**config.mk**
```make
export PLATFORM = sky130hd
export DESIGN_NAME = pciexp_tx_sched
export DESIGN_NICKNAME = d
export VERILOG_FILES = /design/src/rtl/pciexp_tx_sched.sv
export SDC_FILE = /design/constraint.sdc
export NUM_CORES = 1
export LEC_CHECK = 0
export CORE_AREA = 2 2 81 83
export CTS_CLUSTER_SIZE = 25
export DETAILED_ROUTE_END_ITERATION = 6
export DIE_AREA = 0 0 83 85
export GPL_TIMING_DRIVEN = 0
export PLACE_DENSITY = 0.76
export SYNTH_ARGS = -nofsm -noshare
export SYNTH_HDL_FRONTEND = slang
export SYNTH_SLANG_ARGS = --single-unit
```
**constraint.sdc**
```tcl
create_clock -name PCLK250 -period 2.8 [get_ports PCLK250]
set_clock_uncertainty 0.1 [all_clocks]
set_input_delay 0.28 -clock PCLK250 [delete_from_list [all_inputs] [get_ports PCLK250]]
set_output_delay 0.28 -clock PCLK250 [all_outputs]
set_load 0.1 [all_outputs]
```
**src/rtl/pciexp_tx_sched.sv**
```systemverilog
// pciexp_tx_sched: per-lane TX symbol scheduler. Arbitrates link-layer data, TS1/TS2 training sets,
// SKP/EIOS ordered sets and the compliance pattern onto one registered symbol path (one symbol per PCLK250).
// Ports: LINK_* control levels and TS fields in; DL_* symbol stream in with combinational DL_Ready out;
// TX* registered symbol outputs plus SKP_Sent/TS_Done one-cycle pulses. Latency: decision to TX* is one cycle.
// Backpressure: DL_Ready is low whenever an ordered set owns the symbol slot; ordered sets are never interrupted.
module pciexp_tx_sched #(
  parameter int SKP_INTERVAL = 1180,
  parameter int SKP_CNT_W    = 11
) (
  input  logic       PCLK250,
  input  logic       RESETN,
  input  logic       LINK_ElecIdle,
  input  logic       LINK_Compl,
  input  logic       LINK_Train,
  input  logic       LINK_TsType,
  input  logic [7:0] LINK_LinkNum,
  input  logic [7:0] LINK_LaneNum,
  input  logic [7:0] LINK_NFts,
  input  logic       DL_Valid,
  input  logic [7:0] DL_Data,
  input  logic       DL_DataK,
  output logic       DL_Ready,
  output logic [7:0] TXDATA,
  output logic       TXDATAK,
  output logic       TXELECIDLE,
  output logic       TXCOMPLIANCE,
  output logic       SKP_Sent,
  output logic       TS_Done
);

  typedef enum logic [2:0] {ST_EI, ST_DATA, ST_TS, ST_SKP, ST_EIOS, ST_COMPL} state_t;

  localparam logic [SKP_CNT_W-1:0] SKP_THR = SKP_CNT_W'(SKP_INTERVAL - 1);

  state_t               st, sel_st;
  logic [3:0]           idx, sel_idx, idx_nxt, last_idx;
  logic                 bnd, pkt_start, skp_ok;
  logic [7:0]           ts_link, ts_lane, ts_nfts;
  logic                 ts_type;
  logic [SKP_CNT_W-1:0] skp_cnt;
  logic                 skp_pending;
  logic [7:0]           sym_dat;
  logic                 sym_k, sym_ei, sym_compl, sym_skp, sym_tsd;

  // Selection: st/idx describe the last emitted symbol and the index of the next one.
  // idx==0 inside an ordered set means the previous set just completed.
  always_comb begin
    bnd       = (st == ST_EI) || (st == ST_DATA) || (idx == 4'd0);
    pkt_start = DL_DataK && ((DL_Data == 8'hFB) || (DL_Data == 8'h5C));
    // A pending SKP may only cut into the data stream between packets.
    skp_ok    = (st != ST_DATA) || !DL_Valid || pkt_start;
    sel_st    = st;
    sel_idx   = idx;
    if (bnd) begin
      sel_idx = 4'd0;
      if (st == ST_EIOS) begin
        sel_st = ST_EI;
      end else if (st == ST_EI) begin
        // Leaving idle never starts with a SKP; the pending flag is dropped instead.
        if (LINK_ElecIdle)   sel_st = ST_EI;
        else if (LINK_Compl) sel_st = ST_COMPL;
        else if (LINK_Train) sel_st = ST_TS;
        else if (DL_Valid)   sel_st = ST_DATA;
        else                 sel_st = ST_EI;
      end else begin
        if (LINK_ElecIdle)              sel_st = ST_EIOS;
        else if (skp_pending && skp_ok) sel_st = ST_SKP;
        else if (LINK_Compl)            sel_st = ST_COMPL;
        else if (LINK_Train)            sel_st = ST_TS;
        else                            sel_st = ST_DATA;
      end
    end
  end

  assign DL_Ready = (sel_st == ST_DATA) && DL_Valid;

  always_comb begin
    last_idx = (sel_st == ST_TS) ? 4'd15 : 4'd3;
    if ((sel_st == ST_EI) || (sel_st == ST_DATA)) idx_nxt = 4'd0;
    else if (sel_idx == last_idx)                 idx_nxt = 4'd0;
    else                                          idx_nxt = sel_idx + 4'd1;
  end

  // Symbol content for the selected state/index.
  always_comb begin
    sym_dat   = 8'h00;
    sym_k     = 1'b0;
    sym_ei    = 1'b0;
    sym_compl = 1'b0;
    sym_skp   = 1'b0;
    sym_tsd   = 1'b0;
    case (sel_st)
      ST_EI: sym_ei = 1'b1;
      ST_DATA: begin
        if (DL_Valid) begin
          sym_dat = DL_Data;
          sym_k   = DL_DataK;
        end
      end
      ST_TS: begin
        // Symbols 1..3 come from the fields captured when symbol 0 was chosen.
        case (sel_idx)
          4'd0:    begin sym_dat = 8'hBC;   sym_k = 1'b1; end
          4'd1:    begin sym_dat = ts_link; sym_k = (ts_link == 8'hF7); end
          4'd2:    begin sym_dat = ts_lane; sym_k = (ts_lane == 8'hF7); end
          4'd3:    sym_dat = ts_nfts;
          4'd4:    sym_dat = 8'h02;
          4'd5:    sym_dat = 8'h00;
          default: sym_dat = ts_type ? 8'h45 : 8'h4A;
        endcase
        sym_tsd = (sel_idx == 4'd15);
      end
      ST_SKP: begin
        sym_dat = (sel_idx == 4'd0) ? 8'hBC : 8'h1C;
        sym_k   = 1'b1;
        sym_skp = (sel_idx == 4'd3);
      end
      ST_EIOS: begin
        sym_dat = (sel_idx == 4'd0) ? 8'hBC : 8'h7C;
        sym_k   = 1'b1;
      end
      ST_COMPL: begin
        case (sel_idx[1:0])
          2'd0:    begin sym_dat = 8'hBC; sym_k = 1'b1; sym_compl = 1'b1; end
          2'd1:    sym_dat = 8'hB5;
          2'd2:    begin sym_dat = 8'hBC; sym_k = 1'b1; end
          default: sym_dat = 8'h4A;
        endcase
      end
      default: sym_ei = 1'b1;
    endcase
  end

  always_ff @(posedge PCLK250 or negedge RESETN) begin
    if (!RESETN) begin
      st           <= ST_EI;
      idx          <= 4'd0;
      TXDATA       <= 8'h00;
      TXDATAK      <= 1'b0;
      TXELECIDLE   <= 1'b1;
      TXCOMPLIANCE <= 1'b0;
      SKP_Sent     <= 1'b0;
      TS_Done      <= 1'b0;
      ts_link      <= 8'h00;
      ts_lane      <= 8'h00;
      ts_nfts      <= 8'h00;
      ts_type      <= 1'b0;
      skp_cnt      <= '0;
      skp_pending  <= 1'b0;
    end else begin
      st           <= sel_st;
      idx          <= idx_nxt;
      TXDATA       <= sym_dat;
      TXDATAK      <= sym_k;
      TXELECIDLE   <= sym_ei;
      TXCOMPLIANCE <= sym_compl;
      SKP_Sent     <= sym_skp;
      TS_Done      <= sym_tsd;
      if ((sel_st == ST_TS) && (sel_idx == 4'd0)) begin
        ts_link <= LINK_LinkNum;
        ts_lane <= LINK_LaneNum;
        ts_nfts <= LINK_NFts;
        ts_type <= LINK_TsType;
      end
      // Counts transmitted (non-idle) symbols; saturates rather than wrapping.
      if ((sel_st == ST_EI) || ((sel_st == ST_SKP) && (sel_idx == 4'd0)))
        skp_cnt <= '0;
      else if (skp_cnt != '1)
        skp_cnt <= skp_cnt + SKP_CNT_W'(1);
      if (((st == ST_EI) && (sel_st != ST_EI)) || ((sel_st == ST_SKP) && (sel_idx == 4'd0)))
        skp_pending <= 1'b0;
      else if (skp_cnt >= SKP_THR)
        skp_pending <= 1'b1;
    end
  end

endmodule

```
==> results of run 1 <==
-- stage by stage --
| step | setup TNS [ns] | cells | utilization [%] | instance area (um2) |
|---|---|---|---|---|
| floorplan | 0 | 290 | - | 3050 |
| CTS | -0.0222 | 441 | 64.4 | 4000 |
| detailed placement | -13.81 | 421 | 59.5 | 3690 |
| global placement | -34.08 | 420 | 59.2 | 3680 |
| global route | -0.169 | 447 | 65.9 | 4090 |
| finish | 0 | 447 | 65.9 | 4090 |
-- flip-flops by register name, indices dropped and copies added, names as in the netlist --
signal / flops
st: 3
ts_lane: 8
ts_link: 8
skp_cnt: 11
ts_type: 1
idx: 4
skp_pending: 1
TXDATAK: 1
TS_Done: 1
SKP_Sent: 1
TXELECIDLE: 1
ts_nfts: 8
TXDATA: 8
TXCOMPLIANCE: 1
-- placed cells by master, fill, tap and decap left out, types with 3 or more instances in the layout --
master	synthesis	layout
a21o_1	3	3
a21oi_1	17	16
a222oi_1	4	4
a22oi_1	3	3
a31oi_1	6	5
and2_1	10	8
and3_1	5	5
and4_1	4	4
buf_2	5	4
buf_4	0	17
clkbuf_8	0	14
clkdlybuf4s50_1	0	47
dfrtp_1	56	54
dlymetal6s2s_1	0	3
ha_1	6	6
inv_1	4	4
mux2_1	20	20
mux2_2	5	5
nand2_1	21	21
nand3_1	6	6
nand4_1	6	6
nand4b_1	3	3
nor2_1	26	24
nor2b_1	3	3
nor3_1	7	7
o211ai_1	3	3
o21ai_0	7	7
xnor2_1	3	3
xor2_1	7	7
-- worst min-delay path: stages --
cell            delay (ns)
dlymetal6s2s_1        0.15
a21oi_1               0.18
nor3_1                0.07
-- layer usage --
metal  up-vias  share of wire, %  routed length [um]
met5         -                 0                   0
met4         0               2.9                 218
met3        25               7.6                 576
met2       137                47                3560
met1      1245                42                3200
li1       1231                 -                   -
-- area by class of cell --
class | count | share of cell area [%]
Timing Repair Buffer | 72 | 17.1
Clock buffer | 14 | 4.71
Inverter | 7 | 0.673
Buffer | 7 | 1.65
Tap cell | 77 | 2.36
Multi-Input combinational cell | 212 | 38.4
Sequential cell | 57 | 35.0
Clock inverter | 1 | 0.184
-- worst max path at each step --
stage / to / slack (ns) / depth (start not counted) / start
floorplan: TXDATAK / 0.11 / 8 / DL_Data[0]
global placement: DL_Ready / -1.30 / 9 / DL_Data[0]
detailed placement: DL_Ready / -1.33 / 9 / DL_Data[1]
CTS: DL_Ready / -0.02 / 9 / DL_Data[0]
global route: TXDATA[2] / -0.04 / 7 / idx[3]
finish: ts_link[5] / 0.07 / 9 / idx[3]
-- power groups by stage --
stage	logic (W)	registers [W]	clock network, W
finish	0.00248	0.00135	0.000749
floorplan	0.00115	0.00180	0
detailed placement	0.00218	0.00136	0
global route	0.00263	0.00139	0.000805
CTS	0.00231	0.00135	0.000760
global placement	0.00215	0.00135	0
-- cell families (layout without fill, tap and decap cells) --
family                     count (synthesis)  after routing  share of synthesized area [%]
muxes                                     28             28                           10.2
DFF                                       57             57                           46.9
adders and majority gates                  6              6                           2.47
buffers and inverters                     21            101                           3.58
xor gates and xnor gates                  10             10                           2.88
and+or+nand+nor                          105            105                           19.1
AOI/OAI and AO/OA                         63             63                           14.8
-- timing repair --
| item | CTS | global route |
|---|---|---|
| cloned | 0 | 0 |
| pin swaps | 5 | 7 |
| setup buffers | 6 | 11 |
| resized for setup | 22 | 12 |
| endpoints found under the hold margin | 26 | 0 |
| hold buffers | 1 | 0 |
| endpoints found under the setup margin | 31 | 37 |
==> impl_metrics.yaml, run 1 <==
setup_path:
  r2r_end: "ts_link[5]"
  cp-end-kind: "flop"
  crit_type: "flop to flop"
  r2r_start: "idx[3]"
  cp.arrival_ns: 2.85
  worstRegToRegCells: 9
  cp_num_buf_inv: 2
  r2r_slack_ns: 0.07
  critical_path_required_ns: 2.91
  cp_cell_sequence: "or4_4 -> a211oi_4 -> nor2_1 -> a21o_1 -> clkinv_2 -> nand3_4 -> nor2_8 -> buf_8 -> mux2_1"
  cp-start-kind: "flop"
  path_max_fanout: 10
  path_delay_family: "simple AND/OR/NAND/NOR gates"
  cp_slowest_cell: "or4_4"
  critPathMaxStageDelay_ns: 0.59
global_route:
  met1_usage_pct: 30.2
  grt_overflow: 0
  grt_pass1_vias: 2482
  grt-busiest-layer: "met2"
  grt_pass1_wl_um: 12400
  met3_usage_pct: 5.74
  track_usage_pct: 22.3
  met2_usage_pct: 33.7
  grt_max_degree: 32
  antenna_found_initial: 0
cells_and_area:
  ff_latch_area_um2: 1430
  drive_gt1_share_pct: 19.2
  fill_cells: 495
  fin_nets: 412
  diodes: 0
  areaGrowthSynthToFinish_pct: 34.5
  multi_input_area_um2: 1570
synth:
  synth_fp_nets: 336
  ys_types: 58
  postSynthCellCount: 290
  synthFlopType: "dfrtp_1"
  synth_top_area_cell: "dfrtp_1"
  yosysMostFrequentCell: "dfrtp_1"
  ys_ff_latch: 57
  ys_seq_area_share_pct: 46.9
  async_flop_share_pct: 100
  synth_top_area_share_pct: 46.1
  synth_commonest_cells: "56 x dfrtp_1, 26 x nor2_1, 21 x nand2_1, 20 x mux2_1, 17 x a21oi_1"
  yosysWarnings: 0
  synth_enable_flop_cells: 0
  synth_area_leaders: "dfrtp_1 46%, mux2_1 7.4%, nor2_1 3.2%"
  syn_area_um2: 3040
  syn_avg_cell_area_um2: 10.5
power_and_ir_drop:
  vdd_drop_max_mv: 0.634
  p_switching_w: 0.00208
  powerDensity_nw_per_um2: 1120
  switching_share_pct: 45.4
  p_total_w: 0.00458
  power.leakage_nw: 1.79
  p_clk_share_pct: 16.4
  pwr-share-comb_pct: 54.1
  seqPwrFrac_pct: 29.5
  p_int_w: 0.00250
placement:
  place_congestion: 0.951
  port_buffers: 53
  hpwlAfterDp_um: 5370
  post-place-ws_ns: -1.33
clock_tree:
  cts_inserted_buffers: 9
  cts_buffer_depth: 2
  clkTransAtPathRegs_ns: 0.06
  cts_tree: "yes"
  clockRootBuffer: "clkbuf_8"
  ctsHtreeMaxLevel: 3
  clock_sinks: 57
  clkLatencyLatePin_ns: 0.33
floorplanning:
  die_h_um: 85
  dieArea_um2: 7060
  pin_count: 54
  initial_core_util_pct: 49.0
  die_x_um: 83
  core-area_um2: 6200
  placementRows: 29
min_path:
  hold_path.class: "input port to flop"
  holdCritStartpoint: "DL_Data[2]"
  hold_end: "TXDATA[2]"
  holdPathStages: 3
timing:
  whs_ns: 0.293
  setup_viol_count_final: 0
  maxSlewHeadroom_pct: 35.2
  hold_violations: 0
  setup_ws_ns: 0.0679
  drv_slew: 0
  tightestPinTransition_ns: 0.969
  max_freq_mhz: 366
  fin_crit_sh_pct: 97.6
  finalCriticalPeriod_ns: 2.73
run_status:
  status: "finished, violations left"
  violations: "DRC"
drt:
  dr.pass1.iters: 7
  drt-initial-drc-count: 250
  wirelength_um: 7560
  viasPerCell: 5.90
  wl_per_cell_um: 16.9
  ant_nets: 0
  vias: 2638
  drc: 2
job:
  maxCapViolations: 0
Note: power is estimated with default switching activity, not from simulation.
==> inputs of run 2 (changes only) <==
==> config.mk (replaced) <==
export PLATFORM = sky130hd
export DESIGN_NAME = pciexp_tx_sched
export DESIGN_NICKNAME = d
export VERILOG_FILES = /design/src/rtl/pciexp_tx_sched.sv
export SDC_FILE = /design/constraint.sdc
export NUM_CORES = 1
export LEC_CHECK = 0
export CORE_AREA = 2 2 79 81
export CTS_CLUSTER_SIZE = 25
export DETAILED_ROUTE_END_ITERATION = 6
export DIE_AREA = 0 0 81 83
export GPL_TIMING_DRIVEN = 0
export PLACE_DENSITY = 0.79
export SYNTH_ARGS = -nofsm -noshare
export SYNTH_HDL_FRONTEND = slang
export SYNTH_SLANG_ARGS = --single-unit
==> impl_metrics.yaml, run 2 (synthesized netlist as in run 1, its figures left out) <==
placement:
  hpwlAfterDp_um: 5580
  dpl-instance-area_um2: 3690
  port_buffers: 53
  place_congestion: 0.896
timing:
  finalCriticalPeriod_ns: 2.75
  setup-tns-final_ns: 0
  fin_crit_sh_pct: 98.0
  drv_slew: 0
  maxSlewHeadroom_pct: 33.3
  tightestPinTransition_ns: 0.998
  whs_ns: 0.398
  max_freq_mhz: 364
  hold_violations: 0
  setup_viol_count_final: 0
power_and_ir_drop:
  vdd_drop_max_mv: 0.898
  pwr-share-comb_pct: 52.8
  p_clk_share_pct: 18.2
  switching_share_pct: 45.1
  powerDensity_nw_per_um2: 1140
  power.leakage_nw: 1.78
  p_int_w: 0.00257
  p_switching_w: 0.00211
  seqPwrFrac_pct: 29.0
setup_path:
  r2r_end: "ts_nfts[5]"
  worstRegToRegCells: 9
  cp-startpoint: "DL_Data[2]"
  cp-end-kind: "output port"
  r2r_slack_ns: 0.10
  path_max_fanout: 5
  critical_path_required_ns: 2.42
  critPathMaxStageDelay_ns: 0.51
  cp-start-kind: "input port"
  cp_slowest_cell: "clkdlybuf4s50_1"
  r2r_start: "idx[3]"
  cp.arrival_ns: 2.37
  cp_cell_sequence: "clkdlybuf4s50_1 -> or4b_4 -> mux2i_4 -> nand4_1 -> a31o_4 -> inv_2 -> nand2_4 -> nor2_4 -> buf_12"
  crit_type: "input port to output port"
drt:
  wirelength_um: 7790
  drt-initial-drc-count: 239
  vias: 2597
  wl_per_cell_um: 17.5
  dr.pass1.iters: 5
  ant_nets: 0
  drc: 0
  viasPerCell: 5.82
clock_tree:
  ctsHtreeMaxLevel: 3
  clock_sinks: 57
  clockRootBuffer: "clkbuf_8"
  clkTransAtPathRegs_ns: 0.06
  cts_inserted_buffers: 9
  cts_tree: "yes"
  cts_buffer_depth: 2
  clkLatencyLatePin_ns: 0.33
global_route:
  grt_overflow: 0
  grt_pass1_vias: 2616
  antenna_found_initial: 0
  track_usage_pct: 24.9
  grt_max_degree: 31
  grt_pass1_wl_um: 12900
floorplanning:
  placementRows: 28
  initial_core_util_pct: 52.3
  die_h_um: 83
  dieArea_um2: 6720
  die_x_um: 81
  core-area_um2: 5820
  pin_count: 54
min_path:
  holdCritStartpoint: "ts_nfts[3]"
  hold_end: "ts_nfts[3]"
  holdPathStages: 1
  hold_path.class: "flop to flop"
cells_and_area:
  areaGrowthSynthToFinish_pct: 35.3
  fin_nets: 412
  final_common_cell: "dfrtp_1"
  largest-register: "skp_cnt"
  utilization_pct: 70.8
  final_cell_mix: "54 x dfrtp_1, 49 x clkdlybuf4s50_1, 24 x nor2_1"
  drive_gt1_share_pct: 19.7
  diodes: 0
  fin_area_um2: 4120
  largest_reg_flops: 11
  fill_cells: 458
run_status:
  status: "complete, no violations"
job:
  maxCapViolations: 0
## run 2: power by group through the flow
stage	registers, W	logic (W)	clock network [W]
5_1_grt	0.00140	0.00265	0.000904
3_3_place_gp	0.00135	0.00216	0
2_1_floorplan	0.00180	0.00115	0
3_5_place_dp	0.00136	0.00219	0
4_1_cts	0.00135	0.00234	0.000864
6_report	0.00136	0.00248	0.000851
## run 2: what timing repair did
item | 4_1_cts | 5_1_grt
hold endpoints to repair | 27 | 0
hold buffers | 1 | 0
pin swaps | 6 | 7
setup endpoints to repair | 40 | 40
gates resized for setup | 23 | 16
setup buffers | 7 | 8
## run 2: worst max-delay path by stage
stage / slack, ns / endpoint
after floorplan: 0.11 / TXDATAK
after global placement: -1.36 / DL_Ready
after detailed placement: -1.34 / DL_Ready
after CTS: 0.002 / DL_Ready
after global routing: -0.004 / DL_Ready
final: 0.05 / DL_Ready
## run 2: critical path: cells and delay by family
| family | cells | cell delay, ns |
|---|---|---|
| multiplexers | 1 | 0.19 |
| AND/OR/NAND/NOR | 4 | 0.85 |
| AO/OA/AOI/OAI | 1 | 0.26 |
| buffers and inverters | 3 | 0.77 |
## run 2: final cells by class
cell class,instances,area (um2),share of cell area [%]
buffer,9,80.1,1.95
clock buffer,11,141,3.44
clock inverter,5,78.8,1.92
inverter,7,27.5,0.669
multi-input combinational,212,1580,38.5
sequential,57,1430,34.8
tap,75,93.8,2.28
timing repair buffer,70,679,16.5
## run 2: through the flow
| stage | power (W) | instances | setup slack [ns] |
|---|---|---|---|
| after floorplan | 0.00295 | 290 | 0.107 |
| after global placement | 0.00352 | 418 | -1.36 |
| after detailed placement | 0.00355 | 419 | -1.34 |
| after CTS | 0.00456 | 441 | 0.00238 |
| after global routing | 0.00495 | 446 | -0.00394 |
| final | 0.00469 | 446 | 0.0549 |
## run 2: metal layers
metal  GRT usage [%]  vias up  share of wire (%)  routed length [um]
li1                -     1220                  -                   -
met1            33.6     1280                 43                3380
met2            39.4       84                 50                3870
met3            5.87       13                5.2                 405
met4            8.17        0                1.8                 143
met5               0        -                  0                   0
